[src/rtl/mips_defs.sv]
// Shared fetch-stage constants and the IF/ID payload record.
// Later pipeline-stage registers reuse if_id_t and fetch_legal().
package mips_defs;

    localparam logic [31:0] NOP_WORD  = 32'h0000_0000;
    localparam logic [31:0] RESET_PC  = 32'h0000_0004;
    localparam logic [31:0] IMEM_SIZE = 32'h0000_0800;
    localparam logic [31:0] PC_INCR   = 32'h0000_0004;

    typedef struct packed {
        logic [31:0] instr;
        logic [31:0] pc;
        logic [31:0] pc_plus4;
        logic        valid;
    } if_id_t;

    // IMEM maps word 0 at byte address 4, so the legal window is [4, size].
    function automatic logic fetch_legal(input logic [31:0] pc, input logic [31:0] size);
        return (pc[1:0] == 2'b00) && (pc >= PC_INCR) && (pc <= size);
    endfunction

endpackage

[src/rtl/if_id_reg.sv]
// IF/ID pipeline register: hold keeps contents, bubble loads an invalid NOP.
// Hold wins over bubble; the caller decides what a redirect overrides.
module if_id_reg
    import mips_defs::*;
#(
    parameter logic [31:0] NOP = NOP_WORD
) (
    input  logic   clock,
    input  logic   reset,
    input  logic   hold,
    input  logic   bubble,
    input  if_id_t d,
    output if_id_t q
);

    always_ff @(posedge clock or negedge reset) begin
        if (!reset) begin
            q <= '{instr: NOP, pc: '0, pc_plus4: '0, valid: 1'b0};
        end else if (!hold) begin
            if (bubble) q <= '{instr: NOP, pc: d.pc, pc_plus4: d.pc_plus4, valid: 1'b0};
            else        q <= d;
        end
    end

endmodule

[src/rtl/instr_fetch_unit.sv]
// Fetch stage: owns the PC, drives IMEM, fills IF/ID, and tracks faults and
// delivered-instruction count. Redirect beats stall beats flush.
module instr_fetch_unit #(
    parameter logic [31:0] RESET_PC  = mips_defs::RESET_PC,
    parameter logic [31:0] IMEM_SIZE = mips_defs::IMEM_SIZE,
    parameter logic [31:0] NOP_WORD  = mips_defs::NOP_WORD
) (
    input  logic        clock,
    input  logic        reset,
    input  logic        stall,
    input  logic        flush,
    input  logic        redirect_valid,
    input  logic [31:0] redirect_target,
    output logic [31:0] imem_address,
    input  logic [31:0] imem_instruction,
    output logic [31:0] if_id_instruction,
    output logic [31:0] if_id_pc,
    output logic [31:0] if_id_pc_plus4,
    output logic        if_id_valid,
    output logic        fetch_fault,
    output logic [31:0] fetch_count
);
    import mips_defs::*;

    logic [31:0] pc;
    logic        legal;
    logic        hold;
    logic        bubble;
    logic        load_valid;
    logic        fault_now;
    if_id_t      d;
    if_id_t      q;

    assign imem_address = pc;
    assign legal        = fetch_legal(pc, IMEM_SIZE);

    always_comb begin
        // A redirect discards the wrong-path word even when stalled.
        hold       = stall & ~redirect_valid;
        bubble     = redirect_valid | flush | ~legal;
        load_valid = ~hold & ~bubble;
        fault_now  = ~hold & ~redirect_valid & ~flush & ~legal;
        d          = '{instr: imem_instruction, pc: pc, pc_plus4: pc + PC_INCR, valid: 1'b1};
    end

    always_ff @(posedge clock or negedge reset) begin
        if (!reset)              pc <= RESET_PC;
        else if (redirect_valid) pc <= redirect_target;
        else if (!stall)         pc <= pc + PC_INCR;
    end

    always_ff @(posedge clock or negedge reset) begin
        if (!reset) begin
            fetch_fault <= 1'b0;
            fetch_count <= '0;
        end else begin
            if (fault_now)  fetch_fault <= 1'b1;
            if (load_valid) fetch_count <= fetch_count + 32'd1;
        end
    end

    if_id_reg #(.NOP(NOP_WORD)) u_if_id (
        .clock  (clock),
        .reset  (reset),
        .hold   (hold),
        .bubble (bubble),
        .d      (d),
        .q      (q)
    );

    assign if_id_instruction = q.instr;
    assign if_id_pc          = q.pc;
    assign if_id_pc_plus4    = q.pc_plus4;
    assign if_id_valid       = q.valid;

endmodule

[config.mk]
export PLATFORM = sky130hd
export DESIGN_NAME = instr_fetch_unit
export DESIGN_NICKNAME = d
export VERILOG_FILES = /design/src/rtl/mips_defs.sv /design/src/rtl/if_id_reg.sv /design/src/rtl/instr_fetch_unit.sv
export SDC_FILE = /design/constraint.sdc
export NUM_CORES = 1
export LEC_CHECK = 0
export CORE_MARGIN = 2
export CORE_UTILIZATION = 48
export DETAILED_ROUTE_END_ITERATION = 6
export MAX_ROUTING_LAYER = met4
export PLACE_DENSITY = 0.81
export SLEW_MARGIN = 20
export SYNTH_ARGS = -nofsm -noshare
export SYNTH_HDL_FRONTEND = slang
export SYNTH_SLANG_ARGS = --single-unit
[constraint.sdc]
create_clock -name clock -period 2.4 [get_ports clock]
set_input_delay 0.24 -clock clock [delete_from_list [all_inputs] [get_ports clock]]
set_output_delay 0.24 -clock clock [all_outputs]
set_load 0.005 [all_outputs]
After elaboration in Yosys (flattened, before gate mapping)
Cells that the tools add are included.
{"block": "totals", "out_inout_bits": 162, "inputBits": 69, "wordCells": 30, "register_bits": 162}
{"block": "classes", "n_lt_le_gt_ge": 2, "n_eq_ne": 1, "n_addsub": 2, "bitwise_logic": 12, "n_reduce_logical": 3, "muxes": 3}
{"op": "97-bit 2-to-1 mux", "count": 1}
{"op": "32-bit 2-to-1 mux", "count": 2}
{"op": "32-bit by 1-bit adder with 32-bit output (second input constant)", "count": 1}
{"op": "32-bit by 3-bit adder with 32-bit output (second input constant)", "count": 1}
{"op": "32-bit by 3-bit greater-or-equal comparator with 1-bit output (second input constant)", "count": 1}
{"op": "32-bit by 12-bit less-or-equal comparator with 1-bit output (second input constant)", "count": 1}
{"op": "1-bit bitwise AND", "count": 5}
{"op": "1-bit inverter", "count": 5}
{"op": "1-bit logical AND", "count": 2}
{"op": "2-bit logical NOT", "count": 1}
{"op": "2-bit by 1-bit != test with 1-bit output (second input constant)", "count": 1}
{"op": "1-bit bitwise OR", "count": 2}

Logic depth before layout (Yosys ltp)
{"block": "depth", "depth_word": 7, "mapped_depth": 10, "ltp_nobuf": 7}

By module
Synthesis repeated with hierarchy kept, for this count alone.
{"block": "unflattened", "hier_cells": 764, "hier_area_um2": 8107.8}
{"mod": "instr_fetch_unit", "instances": 1, "cells_each": 488, "area_per_inst_um2": 4352.9, "seq_area_each_um2": 1627.8}
{"mod": "if_id_reg", "instances": 1, "cells_each": 276, "area_per_inst_um2": 3754.9, "seq_area_each_um2": 2427.3}

Worst setup path before layout
OpenSTA, ideal clock, no wires.
{"block": "synth_path", "path_kind": "flip-flop to flip-flop", "startpoint": "register pc[27], in the netlist imem_address[27]", "endpoint": "register fetch_count[1]", "t_required_ns": 2.273, "arrival_time_ns": 2.063, "period_less_slack_ns": 2.190, "setup_ns": 0.127, "stages_incl_launch_ff": 9, "n_path_buf": 3, "slack_ns": 0.210, "path_cell_list": "dfrtp_1 -> buf_6 -> or4_4 -> nor3_4 -> and4_1 -> buf_4 -> and2_4 -> buf_8 -> mux2_1"}
{"block": "synth_via", "elab_chain_len": 7, "elab_cells_between_ends": 8, "cone_classes": "order compare: 2; bitwise: 4; reduce/logical: 2"}
{"element": "start: declaration", "line": "instr_fetch_unit.sv:25", "rtl": "logic [31:0] pc;"}
{"element": "start signal: assignment", "line": "instr_fetch_unit.sv:48", "rtl": "else if (redirect_valid) pc <= redirect_target;"}
{"element": "start signal: assignment", "line": "instr_fetch_unit.sv:49", "rtl": "else if (!stall) pc <= pc + PC_INCR;"}
{"element": "32-bit by 3-bit greater-or-equal comparator with 1-bit output", "line": "mips_defs.sv:19", "rtl": "return (pc[1:0] == 2'b00) && (pc >= PC_INCR) && (pc <= size);"}
{"element": "1-bit logical AND", "line": "mips_defs.sv:19"}
{"element": "1-bit logical AND (*)", "line": "mips_defs.sv:19"}
{"element": "1-bit inverter (*)", "line": "instr_fetch_unit.sv:40", "rtl": "bubble = redirect_valid | flush | ~legal;"}
{"element": "1-bit bitwise OR (*)", "line": "instr_fetch_unit.sv:40"}
{"element": "1-bit inverter (*)", "line": "instr_fetch_unit.sv:41", "rtl": "load_valid = ~hold & ~bubble;"}
{"element": "1-bit bitwise AND (*)", "line": "instr_fetch_unit.sv:41"}
{"element": "end signal: assignment", "line": "instr_fetch_unit.sv:58", "rtl": "if (load_valid) fetch_count <= fetch_count + 32'd1;"}
{"element": "end: declaration", "line": "instr_fetch_unit.sv:21", "rtl": "output logic [31:0] fetch_count"}
Every way passes the cells marked *; elsewhere a longest branch is shown, timed or not.
A chain may end at the register's enable or synchronous reset.

Worst setup path in the final report
{"block": "layout_path", "startpoint": "register pc[12], in the netlist imem_address[12]", "endpoint": "register fetch_count[16]"}
Same word-level chain as after synthesis.

==> flow_summary.toml <==
[synthesis]
ys_warn_count = 0
synthDistinctLibCells = 47
syn_inst = 730
synth-seq-cells = 160
mappedNetlistArea_mm2 = 0.00768
synth_seq_area_share_pct = 52.2
mappedNetlistNets = 804
postSynthAreaPerCell_um2 = 10.5

[finish]
share_of_post_route_cells_with_drive_strength_above_1_pct = 12.0
syn2layout_area_growth_pct = 39.6
mostFrequentLayoutCell = "clkdlybuf4s50_1"
fin_area_mm2 = 0.0107
most-common-layout-cells = "228 x clkdlybuf4s50_1, 159 x dfrtp_1, 88 x nand2_1"
fillCellCount = 1239
antenna_cells_inserted = 0
fin_util_pct = 68.0
nets = 1007
final-instance-count-excl-fill = 1161

[sta]
post-route-period-util_pct = 91.5
rsz0062_at_grt = "no"
clock-skew-final_ns = 0.00929
finalHoldViolCount = 0
setup-tns-final_ns = 0
whs_ns = 0.345
tightest_slew_ns = 0.593
finalCriticalPeriod_ns = 2.20
clock.fmax_mhz = 455
maxSlewViolCount = 0
slew-limit-headroom_pct = 60.4
final-setup-viol-count = 0

[routing]
remaining_drc_errors = 0
finalWirelength_um = 20300
routed-wl-met3_um = 1270
met2WireLength_um = 10100
avgRoutedWirePerCell_um = 17.4
drt_first_pass_iters = 5
route.vias.total = 6089
first_iter_violations = 403
avgViaCountPerCell = 5.24
wl_met1_um = 8630
top_signal_layer_used = "met4"
ant_nets = 0

[grt]
wire_length_of_the_first_global_routing_pass_um = 31600
largest_net_degree_at_the_start_of_global_routing = 62
globalRouteOverflowTotal = 0
grt_antenna_before_repair = 0
groute.usage.overall_pct = 24.7
number_of_global_route_vias_before_repair = 6050

[floorplan]
pin_count = 231
die-area_mm2 = 0.0170
die_height_um = 130
core_area_mm2 = 0.0158
num_rows = 46
initial_utilization_pct = 48.7
width_of_the_die_um = 130

[pwr]
internal_mw = 5.10
power_leakage_nw = 4.47
clkPwrFrac_pct = 39.2
power_switching_mw = 1.70
peakVddDrop_mv = 0.442
switching_share_pct = 25.1
share_seq_of_total_power_pct = 44.4
cellPowerDensity_mw_per_mm2 = 635
pwr-share-comb_pct = 16.4

[place]
placed_cell_area_mm2 = 0.0101
buffer_ports.inserted = 230
dpl.cell_count = 1129
dpl.hpwl_um = 14300
gp_congestion = 0.854

[setup_path]
critical_path_buf_inv_count = 2
worst_endpoint_data_arrival_time_ns = 2.54
cp_slowest_cell = "nor4_1"
critical_path.endpoint_type = "register"
worstSetupStartpointType = "register"
timing.critical_path.cells = "buf_4 -> nor4_1 -> and4_1 -> nand4_1 -> buf_4 -> nor4_1 -> xor2_1"
worst_path_largest_cell_delay_ns = 0.40
crit_family = "simple AND/OR/NAND/NOR gates"
cp.required_ns = 2.75
critical_path.max_fanout = 11
critPathKind = "register to register"

[worst_hold_path]
hold_path.class = "input port to asynchronous set/reset pin"

[clock_tree]
postCtsSetupRepairBufs = 0
numCtsBuffers = 17
cts_num_sinks = 160
cts_tree = "built"
worst_skew_pair.late_latency_ns = 0.42
clkTransAtPathRegs_ns = 0.06
clock_tree.buffer_depth = 2
ctsHtreeMaxLevel = 4
library_cell_used_as_clock_root_buffer = "clkbuf_16"

[run]
drv_cap = 0

[outcome]
status = "completed"
[sequential cells by signal, indices dropped and copies added (netlist names)]
signal        count
fetch_count      32
fetch_fault       1
u_if_id.q        95
imem_address     32
[logic make-up after synthesis]
logic type | Yosys count | synth area share, %
fa+ha+maj | 5 | 0.815
flops | 160 | 52.2
mux | 32 | 4.68
simple gates | 245 | 16.6
xor+xnor | 87 | 10.0
compound gates | 99 | 8.23
buf+inv | 102 | 7.50
[power by group through the flow]
stage               combinational, mW  clock, mW  sequential, mW
global placement                 1.11          0            3.06
floorplan                       0.456          0            3.06
finish                           1.11       2.67            3.02
CTS                              1.13       2.72            3.02
detailed placement               1.12          0            3.07
global route                     1.21       2.81            3.04
[routing by layer]
layer	up-vias	GRT usage (%)
li1	2901	-
met1	2947	31.4
met2	215	40.0
met3	26	5.82
met4	0	6.82
met5	-	-
[synth_stat cells, drive strengths merged]
cell type | n | area share [%]
a21o | 1 | 0.098
a221o | 1 | 0.13
a22o | 32 | 3.7
a41o | 1 | 0.13
and2 | 6 | 0.52
and3 | 8 | 0.65
and4 | 6 | 0.68
buf | 53 | 5.1
clkbuf | 36 | 1.8
dfrtp | 159 | 52
dfstp | 1 | 0.34
ha | 5 | 0.81
inv | 13 | 0.64
mux2 | 31 | 4.5
mux2i | 1 | 0.13
nand2 | 88 | 4.3
nand3 | 25 | 1.7
nand4 | 17 | 1.4
nand4b | 2 | 0.23
nor2 | 14 | 0.68
nor2b | 4 | 0.33
nor3 | 39 | 2.8
nor3b | 3 | 0.29
nor4 | 25 | 2.2
nor4b | 1 | 0.11
o21ai | 63 | 4.1
o41ai | 1 | 0.11
or2 | 1 | 0.082
or3 | 3 | 0.24
or4 | 2 | 0.24
or4b | 1 | 0.13
xnor2 | 55 | 6.3
xor2 | 32 | 3.7
[cell type report]
class	instances	area (µm²)	share of cell area (%)
tap	216	270	2.52
multi-input combinational	468	3100	29.0
sequential	160	4010	37.4
timing repair buffer	273	2710	25.3
clock buffer	20	447	4.17
inverter	13	48.8	0.455
clock inverter	11	133	1.24
[metrics by stage]
step           power (mW)  setup WS [ns]
4_1_cts              6.86          0.247
3_5_place_dp         4.18          0.147
3_3_place_gp         4.16          0.195
6_report             6.80          0.204
2_1_floorplan        3.52          0.210
5_1_grt              7.06         0.0987
[worst paths after layout]
path                                         start         endpoint  slack [ns]  cells after the start
worst max-delay path              imem_address[12]  fetch_count[16]        0.20                      7
worst min-delay path                         reset    u_if_id.q[20]        0.34                      2
worst max register to register    imem_address[12]  fetch_count[16]        0.20                      7
worst min register to register       u_if_id.q[19]    u_if_id.q[19]        0.47                      2
max in group asynchronous                    reset  imem_address[2]        1.31                      3
min in group clock              redirect_target[2]  imem_address[2]        0.35                      3
[what timing repair did]
action | in CTS | in global routing
resized for setup | 0 | 0
hold buffers | 1 | 0
endpoints found under the hold margin | 49 | 0
Power figures use the tool's default switching activity.
